===== config.mk =====
export PLATFORM = sky130hd
export DESIGN_NAME = expr_eval
export DESIGN_NICKNAME = d
export VERILOG_FILES = /design/src/rtl/expr_pkg.sv /design/src/rtl/expr_eval_char_class.sv /design/src/rtl/expr_eval.sv
export SDC_FILE = /design/constraint.sdc
export NUM_CORES = 1
export LEC_CHECK = 0
export ABC_CLOCK_PERIOD_IN_PS = 5080
export BUFFER_PORTS_ARGS = -buffer_cell sky130_fd_sc_hd__buf_4
export CORE_MARGIN = 5
export CORE_UTILIZATION = 59
export CTS_CLUSTER_DIAMETER = 80
export CTS_CLUSTER_SIZE = 12
export DETAILED_ROUTE_END_ITERATION = 12
export HOLD_SLACK_MARGIN = 0.02
export PLACE_DENSITY = 0.78
export SLEW_MARGIN = 10
export SYNTH_ARGS = -nofsm -noshare
export SYNTH_HDL_FRONTEND = slang
export SYNTH_SLANG_ARGS = --single-unit

===== constraint.sdc =====
create_clock -name clk -period 5.08 [get_ports clk]
set_input_delay 0.508 -clock clk [delete_from_list [all_inputs] [get_ports clk]]
set_output_delay 0.508 -clock clk [all_outputs]
set_load 0.1 [all_outputs]

===== src/rtl/expr_pkg.sv =====
// expr_pkg
//   Shared definitions for the expression evaluator: ASCII character codes
//   recognised by the character classifier, and the evaluator state encoding.
package expr_pkg;

  localparam logic [7:0] CH_0    = 8'h30;
  localparam logic [7:0] CH_9    = 8'h39;
  localparam logic [7:0] CH_PLUS = 8'h2B;
  localparam logic [7:0] CH_MUL  = 8'h2A;
  localparam logic [7:0] CH_EQ   = 8'h3D;

  typedef enum logic [1:0] {
    S_DIGIT = 2'd0,  // expecting a digit
    S_OP    = 2'd1,  // expecting an operator or '='
    S_DONE  = 2'd2,  // expression complete, waiting for the next one
    S_ERR   = 2'd3   // malformed input seen, absorbing until clr
  } state_t;

endpackage


===== src/rtl/expr_eval_char_class.sv =====
// char_class
//   Purely combinational classifier for one ASCII character.
//   Ports:
//     in[7:0]        ASCII character
//     is_digit       character is '0'..'9'
//     is_plus        character is '+'
//     is_mul         character is '*'
//     is_eq          character is '='
//     digit_val[3:0] numeric value of the digit (0 when not a digit)
module char_class
  import expr_pkg::*;
(
  input  logic [7:0] in,
  output logic       is_digit,
  output logic       is_plus,
  output logic       is_mul,
  output logic       is_eq,
  output logic [3:0] digit_val
);

  // Decode the character class and digit value.
  always_comb begin
    is_digit  = (in >= CH_0) && (in <= CH_9);
    is_plus   = (in == CH_PLUS);
    is_mul    = (in == CH_MUL);
    is_eq     = (in == CH_EQ);
    // '0'..'9' are 8'h30..8'h39, so the low nibble already is the value.
    if (is_digit) begin
      digit_val = in[3:0];
    end else begin
      digit_val = 4'd0;
    end
  end

endmodule


===== src/rtl/expr_eval.sv =====
// expr_eval
//   Evaluates a stream of single-digit ASCII expressions using '+' and '*'
//   ('*' binds tighter), each terminated by '='. Arithmetic wraps modulo
//   2^WIDTH. Malformed input parks the block in a sticky error state.
//   Ports:
//     clk       clock, all state changes on the rising edge
//     clr       synchronous active-high reset (wins over in_valid)
//     in_valid  'in' carries a character this cycle
//     in[7:0]   ASCII character
//     res       value of the last completed expression (registered)
//     done      one-cycle pulse when res is updated (registered)
//     err       sticky malformed-input flag (registered)
//     busy      an expression is partially consumed (registered)
module expr_eval
  import expr_pkg::*;
#(
  parameter int WIDTH = 16
) (
  input  logic             clk,
  input  logic             clr,
  input  logic             in_valid,
  input  logic [7:0]       in,
  output logic [WIDTH-1:0] res,
  output logic             done,
  output logic             err,
  output logic             busy
);

  logic             is_digit_s;
  logic             is_plus_s;
  logic             is_mul_s;
  logic             is_eq_s;
  logic [3:0]       digit_val_s;

  state_t           state_r;
  state_t           state_s;
  logic [WIDTH-1:0] sum_r;
  logic [WIDTH-1:0] sum_s;
  logic [WIDTH-1:0] term_r;
  logic [WIDTH-1:0] term_s;
  logic             mul_pend_r;
  logic             mul_pend_s;
  logic [WIDTH-1:0] res_r;
  logic [WIDTH-1:0] res_s;
  logic             done_r;
  logic             done_s;
  logic             err_r;
  logic             err_s;
  logic             busy_r;
  logic             busy_s;

  logic [WIDTH-1:0] digit_ext_s;
  logic [WIDTH-1:0] prod_s;
  logic [WIDTH-1:0] sum_term_s;

  char_class u_char_class (
    .in        (in),
    .is_digit  (is_digit_s),
    .is_plus   (is_plus_s),
    .is_mul    (is_mul_s),
    .is_eq     (is_eq_s),
    .digit_val (digit_val_s)
  );

  // Datapath helpers: zero-extended digit, WIDTH x 4 product, running total.
  always_comb begin
    digit_ext_s = {{(WIDTH-4){1'b0}}, digit_val_s};
    prod_s      = term_r * digit_ext_s;
    sum_term_s  = sum_r + term_r;
  end

  // Next-state and next-register logic; idle cycles hold everything but done.
  always_comb begin
    state_s    = state_r;
    sum_s      = sum_r;
    term_s     = term_r;
    mul_pend_s = mul_pend_r;
    res_s      = res_r;
    done_s     = 1'b0;
    busy_s     = busy_r;

    if (in_valid) begin
      case (state_r)
        S_DIGIT: begin
          if (is_digit_s) begin
            term_s  = mul_pend_r ? prod_s : digit_ext_s;
            state_s = S_OP;
          end else begin
            state_s = S_ERR;
          end
        end
        S_OP: begin
          if (is_plus_s) begin
            sum_s      = sum_term_s;
            mul_pend_s = 1'b0;
            state_s    = S_DIGIT;
          end else if (is_mul_s) begin
            mul_pend_s = 1'b1;
            state_s    = S_DIGIT;
          end else if (is_eq_s) begin
            res_s   = sum_term_s;
            done_s  = 1'b1;
            state_s = S_DONE;
          end else begin
            state_s = S_ERR;
          end
        end
        S_DONE: begin
          if (is_digit_s) begin
            sum_s      = {WIDTH{1'b0}};
            mul_pend_s = 1'b0;
            term_s     = digit_ext_s;
            state_s    = S_OP;
          end else begin
            state_s = S_ERR;
          end
        end
        S_ERR: begin
          state_s = S_ERR;
        end
        default: begin
          state_s = S_ERR;
        end
      endcase
      // On a consumed character, S_DIGIT can only be reached through an
      // operator, so both S_OP and S_DIGIT mean "mid-expression" here.
      busy_s = (state_s == S_OP) || (state_s == S_DIGIT);
    end else begin
      state_s = state_r;
    end

    err_s = (state_s == S_ERR);
  end

  // State, datapath and output registers with synchronous clear.
  always_ff @(posedge clk) begin
    if (clr) begin
      state_r    <= S_DIGIT;
      sum_r      <= {WIDTH{1'b0}};
      term_r     <= {WIDTH{1'b0}};
      mul_pend_r <= 1'b0;
      res_r      <= {WIDTH{1'b0}};
      done_r     <= 1'b0;
      err_r      <= 1'b0;
      busy_r     <= 1'b0;
    end else begin
      state_r    <= state_s;
      sum_r      <= sum_s;
      term_r     <= term_s;
      mul_pend_r <= mul_pend_s;
      res_r      <= res_s;
      done_r     <= done_s;
      err_r      <= err_s;
      busy_r     <= busy_s;
    end
  end

  assign res  = res_r;
  assign done = done_r;
  assign err  = err_r;
  assign busy = busy_r;

endmodule


# Word-level counts from Yosys, hierarchy flattened
# Cells that the tools add are included.
op_classes:
  order_cmp: 2
  mul: 1
  bitwise_logic: 4
  n_div: 0
  n_mux: 20
  n_reduce_logical: 12
  n_shift: 0
  n_eq_ne: 12
  add_sub_neg: 1
ops:
  columns: ["operator", "n"]
  rows:
  - ["2-to-1 mux 16 bit", 5]
  - ["case mux 16 bit (2 select lines)", 2]
  - ["== test 8 x 6 -> 1 bit, second input constant", 3]
  - ["adder 16 bit", 1]
  - ["multiplier 16 x 4 -> 16 bit", 1]
  - ["AND reduction 4 bit", 3]
  - ["2-to-1 mux 2 bit", 5]
  - [">= comparator 8 x 6 -> 1 bit, second input constant", 1]
  - ["<= comparator 8 x 6 -> 1 bit, second input constant", 1]
  - ["== test 2 bit, second input constant", 3]
  - ["!= test 2 bit, second input constant", 3]
  - ["case mux 2 bit (3 select lines)", 1]
  - ["2-to-1 mux 1 bit", 5]
  - ["AND reduction 5 bit", 1]
  - ["OR reduction 5 bit", 1]
  - ["== test 2 x 1 -> 1 bit, second input constant", 2]
  - ["logical NOT 2 bit", 2]
  - ["2-to-1 mux 4 bit", 1]
  - ["NOT 1 bit", 4]
  - ["nonzero test 2 bit", 2]
  - ["!= test 3 bit, second input constant", 1]
  - ["case mux 1 bit (2 select lines)", 1]
  - ["OR reduction 2 bit", 1]
  - ["logical AND 1 bit", 1]
  - ["logical OR 1 bit", 1]
word_totals:
  latch_bits: 0
  inputBits: 11
  memories: 0
  rom_bits: 0
  output_inout_bits: 19
  register_bits: 54
  ramBits: 0
  wordCells: 60

# Depth between registers and ports, before layout
logic_depth:
  ltp_word: 8
  ltp_mapped: 17
  depth_no_buf: 15

# Cells and area by module
# From an unflattened synthesis, not the netlist that was laid out.
unflattened:
  cells_unflattened: 556
  hier_area_um2: 4600.7
modules_own_cells:
  columns: ["mod", "cells_per_inst", "instances", "seq_area_each_um2", "area_per_inst_um2"]
  rows:
  - ["expr_eval", 542, 1, 1081.0, 4503.1]
  - ["char_class", 14, 1, 0.0, 97.6]

# Least setup slack after synthesis
# Ideal clock, no wire load.
synth_path:
  kind: "in2reg"
  startpoint: "input in[7]"
  endpoint: "register term_r[15]"
  n_path_buf: 1
  path_stages: 16
  setup_time_ns: 0.117
  required_ns: 4.963
  arrival_time_ns: 4.125
  path_slack_ns: 0.838
  cell_sequence: "nand4bb_1 -> nor2_1 -> clkbuf_1 -> and3_1 -> fa_1 -> inv_1 -> fa_1 -> inv_1 -> ha_1 -> o21a_1 -> o21ai_1 -> o2bb2ai_1 -> a311oi_1 -> a21oi_1 -> xnor2_1 -> a22o_1"
synth_via:
  elab_chain_len: 7
  word_cells_on_any_way: 11
  cone_classes: "mul: 1; order compare: 2; eq/ne: 2; mux: 4; reduce/logical: 2"
synth_rtl:
  columns: ["element", "line", "source"]
  rows:
  - ["start: declaration", "expr_eval.sv:22", "input logic [7:0] in,"]
  - [">= comparator 8 x 6 -> 1 bit / <= comparator 8 x 6 -> 1 bit (equally long branches)", "expr_eval_char_class.sv:23", "is_digit = (in >= CH_0) && (in <= CH_9);"]
  - ["logical AND 1 bit (*)", "expr_eval_char_class.sv:23", null]
  - ["2-to-1 mux 4 bit", "expr_eval_char_class.sv:28", "if (is_digit) begin"]
  - ["multiplier 16 x 4 -> 16 bit", "expr_eval.sv:68", "prod_s = term_r * digit_ext_s;"]
  - ["2-to-1 mux 16 bit", "expr_eval.sv:86", "term_s = mul_pend_r ? prod_s : digit_ext_s;"]
  - ["2-to-1 mux 16 bit", "expr_eval.sv:85", "if (is_digit_s) begin"]
  - ["case mux 16 bit (2 select lines)", "expr_eval.sv:83", "case (state_r)"]
  - ["end signal: assignment", "expr_eval.sv:140", "term_r <= {WIDTH{1'b0}};"]
  - ["end signal: assignment", "expr_eval.sv:149", "term_r <= term_s;"]
  - ["end: declaration", "expr_eval.sv:39", "logic [WIDTH-1:0] term_r;"]
# Mark *: on every way between the ends. The rest lies on a longest branch, timed or not. The select of a mux whose other input is x is not followed.
# A chain may end at the register's enable or synchronous reset.

# Worst setup path after layout
# Same ends and word-level chain as after synthesis.

==> results.rst <==
.. list-table::
   :header-rows: 1

   * - Metric
     - Value
   * - Result of the run
     - finished, final reports clean
   * - HPWL after DPL
     - 8.112 mm
   * - Starting density of the core
     - 60.90%
   * - Share of async-settable or async-resettable flops after synthesis
     - 0%
   * - Site row count
     - 31
   * - Number of top-level pins
     - 30
   * - Post-CTS Setup Repair Bufs
     - 0
   * - Gpl congestion
     - 0.9133
   * - CTS Hold Buffers Added
     - 0
   * - Power density relative to cell area
     - 151.3 mW/mm^2
   * - Number of global-route vias before repair
     - 3975
   * - Most common cell in the netlist
     - sky130_fd_sc_hd__nand2_1
   * - DRC violation count after routing
     - 0
   * - Startpoint of the most critical hold path
     - res[2]
   * - Peak fanout along the critical path
     - 15
   * - Reg-to-reg critical path endpoint
     - term_r[15]
   * - Total negative slack for setup checks
     - 0 ns
   * - Number of antenna violations at the first check in global routing
     - 0
   * - Part of the cycle the worst path needs
     - 85.60%
   * - Detail Route Antenna Nets
     - 0
   * - Die ar.
     - 0.009362 mm^2
   * - Worst-margin pin slew
     - 0.8789 ns
   * - Timing endpoint of the critical path
     - term_r[15]
   * - Reported leakage power
     - 2.177 nW
   * - Number of buffers added by the clock tree synthesis step
     - 5
   * - Iteration count of the initial detailed-routing pass
     - 5
   * - Biggest area consumer among synthesized cells
     - sky130_fd_sc_hd__dfxtp_1
   * - Number of enable flip-flop cells after synthesis
     - 0
   * - Buffers on Ports
     - 29
   * - Total standard cell area after synthesis
     - 0.004441 mm^2
   * - CP Launch Point
     - in[7]
   * - Dominant cells by area after synthesis
     - sky130_fd_sc_hd__dfxtp_1 24%, sky130_fd_sc_hd__fa_1 12%, sky130_fd_sc_hd__ha_1 8.7%
   * - Die W
     - 96.76 um
   * - Setup repair after global routing missed its margin
     - false
   * - Reg2reg start
     - term_r[4]
   * - Hold Crit Class
     - register to register
   * - Period minus WS final
     - 4.348 ns
   * - Total overflow reported by the global router
     - 0
   * - Overall power of the completed layout
     - 0.7302 mW
   * - Data required time at the worst endpoint
     - 5.29 ns
   * - End-of-flow core utilization
     - 66.18%
   * - Core Region
     - 0.007292 mm^2
   * - Clock skew after layout
     - 0.009199 ns
   * - Max H-tree Level
     - 2
   * - Final hold viol count
     - 0
   * - Vertical die dimension
     - 96.76 um
   * - Share of the synthesized area in the top cell type
     - 24.34%
   * - F_max
     - 0.2300 GHz
   * - Detailed-route wire length per cell
     - 16.41 um
   * - Area added between synthesis and finish
     - 8.679%
   * - Clock slew seen by the registers of the worst setup and hold paths
     - 0.10 ns
   * - Flip-flop cell with the highest count after synthesis
     - sky130_fd_sc_hd__dfxtp_1
   * - DR vias
     - 3955
   * - Fraction of layout instances using a drive strength above 1
     - 9.804%
   * - Headroom to the max-slew limit
     - 41.22%
   * - Post-synth net total
     - 607
   * - Synthesized flop and latch total
     - 54
   * - Vias/cell
     - 5.992
   * - First-pass GRT wire length
     - 18.90 mm
   * - Largest net degree at the start of global routing
     - 58
   * - Share of the yosys chip area belonging to registers
     - 24.34%
   * - Cell chosen for the clock root
     - sky130_fd_sc_hd__clkbuf_8
   * - Commonest cells in the synthesized netlist
     - 57 x sky130_fd_sc_hd__nand2_1, 54 x sky130_fd_sc_hd__dfxtp_1, 52 x sky130_fd_sc_hd__nor2_1, 51 x sky130_fd_sc_hd__inv_1, 34 x sky130_fd_sc_hd__a21oi_1
   * - Number of nets in the final layout
     - 628
   * - Routed wire length
     - 10.83 mm
   * - Number of cells on the worst reg-to-reg path
     - 13
   * - Setup-violating endpoint count in the final report
     - 0
   * - Data arrival time of the critical path
     - 4.56 ns
   * - Maximum Capacitance Violations
     - 0
   * - CP Capture Type
     - register
   * - Critical path startpoint category
     - primary input
   * - Worst setup path category
     - primary input to register
   * - Count of instances resized after the clock tree is built
     - 0
   * - Synthesized area per cell
     - 8.238 um^2
   * - Maximum clock insertion buffer count
     - 2
   * - Tot GR Track Use
     - 23.87%
   * - Yosys warning count
     - 0
   * - Post-synthesis instance total
     - 539
   * - TritonCTS clock tree
     - yes
   * - Setup slack, reg-to-reg
     - 1.30 ns
   * - Worst IR Drop VDD
     - 0.09958 mV
   * - Antenna cell count
     - 0
   * - Iter 0 DRT Violations
     - 268
   * - CTS sink count
     - 54
   * - Total count of max-transition violations in the final report
     - 0
   * - Distinct cell type count after synthesis
     - 62
   * - Clock latency at the later pin of the worst-skew pair
     - 0.31 ns
## how the worst min path moves through the flow
stage / cells past startpoint / to / slack, ns
after global routing: 2 / res[4] / 0.48
after CTS: 2 / res[2] / 0.46
final: 2 / res[2] / 0.46
after detailed placement: 2 / res[2] / 0.45
after global placement: 2 / res[4] / 0.44
after floorplan: 2 / sum_r[15] / 0.47
## kinds of logic after synthesis
family          count (synthesis)  synth area share [%]
mux                             3                0.6763
xor+xnor                       21                 4.142
fa+ha+maj                      57                 20.46
compound gates                117                 19.05
buf+inv                        71                 6.340
simple gates                  216                 24.99
flops                          54                 24.34
## layout by cell type, fill, tap and decap left out, types with 15 or more instances in the layout
cell type                 netlist  final
sky130_fd_sc_hd__and3_1        27     27
sky130_fd_sc_hd__buf_4          0     34
sky130_fd_sc_hd__a21oi_1       34     34
sky130_fd_sc_hd__xnor2_1       15     15
sky130_fd_sc_hd__dfxtp_1       54     54
sky130_fd_sc_hd__nand2_1       57     57
sky130_fd_sc_hd__inv_1         51     51
sky130_fd_sc_hd__ha_1          31     31
sky130_fd_sc_hd__fa_1          26     26
sky130_fd_sc_hd__nor2_1        52     52
## area by class of cell
cell class	count	area [um^2]
well taps	99	123.9
inverters	51	191.4
clock buffers	6	72.57
multi-input cells	414	3084
fillers	643	2466
repair buffers	34	255.2
flip-flops and latches	54	1081
clock inverters	2	17.52
## flip-flops by register name, summed over array words and instances, names as in the netlist
register and count:
res 16, sum_r 16, term_r 16, state_r 2
busy 1, done 1, err 1, mul_pend_r 1
## critical path, cell delays in order
cell	delay [ns]
sky130_fd_sc_hd__buf_4	0.12
sky130_fd_sc_hd__nand4bb_1	0.39
sky130_fd_sc_hd__nor2_1	0.30
sky130_fd_sc_hd__buf_4	0.23
sky130_fd_sc_hd__and3_1	0.20
sky130_fd_sc_hd__fa_1	0.42
sky130_fd_sc_hd__inv_1	0.09
sky130_fd_sc_hd__fa_1	0.39
sky130_fd_sc_hd__inv_1	0.07
sky130_fd_sc_hd__ha_1	0.26
sky130_fd_sc_hd__o21a_1	0.19
sky130_fd_sc_hd__o21ai_1	0.29
sky130_fd_sc_hd__nor2_1	0.10
sky130_fd_sc_hd__a311oi_1	0.47
sky130_fd_sc_hd__a21oi_1	0.17
sky130_fd_sc_hd__xnor2_1	0.16
sky130_fd_sc_hd__a22o_1	0.20
## power by group
group          internal, mW  switching, mW
clock network         0.101          0.154
logic                0.0138         0.0331
registers             0.425        0.00321
total                 0.540          0.190
## per-stage QoR
| step | setup WS (ns) | hold WS, ns | instance area, um^2 | instances |
|---|---|---|---|---|
| 5_1_grt | 0.5066 | 0.4753 | 4826 | 660 |
| 3_3_place_gp | 0.5861 | 0.4399 | 4736 | 652 |
| 3_5_place_dp | 0.4982 | 0.4467 | 4736 | 652 |
| 2_1_floorplan | 0.8384 | 0.4700 | 4441 | 539 |
| 6_report | 0.7317 | 0.4556 | 4826 | 660 |
| 4_1_cts | 0.7977 | 0.4611 | 4826 | 660 |
## per-layer routing
layer / part of all wire [%] / vias up / GRT usage (%)
li1: - / 1912 / -
met5: 0 / - / 0
met2: 46 / 124 / 38.48
met1: 46 / 1900 / 32.93
met4: 2.2 / 0 / 7.775
met3: 5.7 / 19 / 3.453
Power figures use the tool's default switching activity.
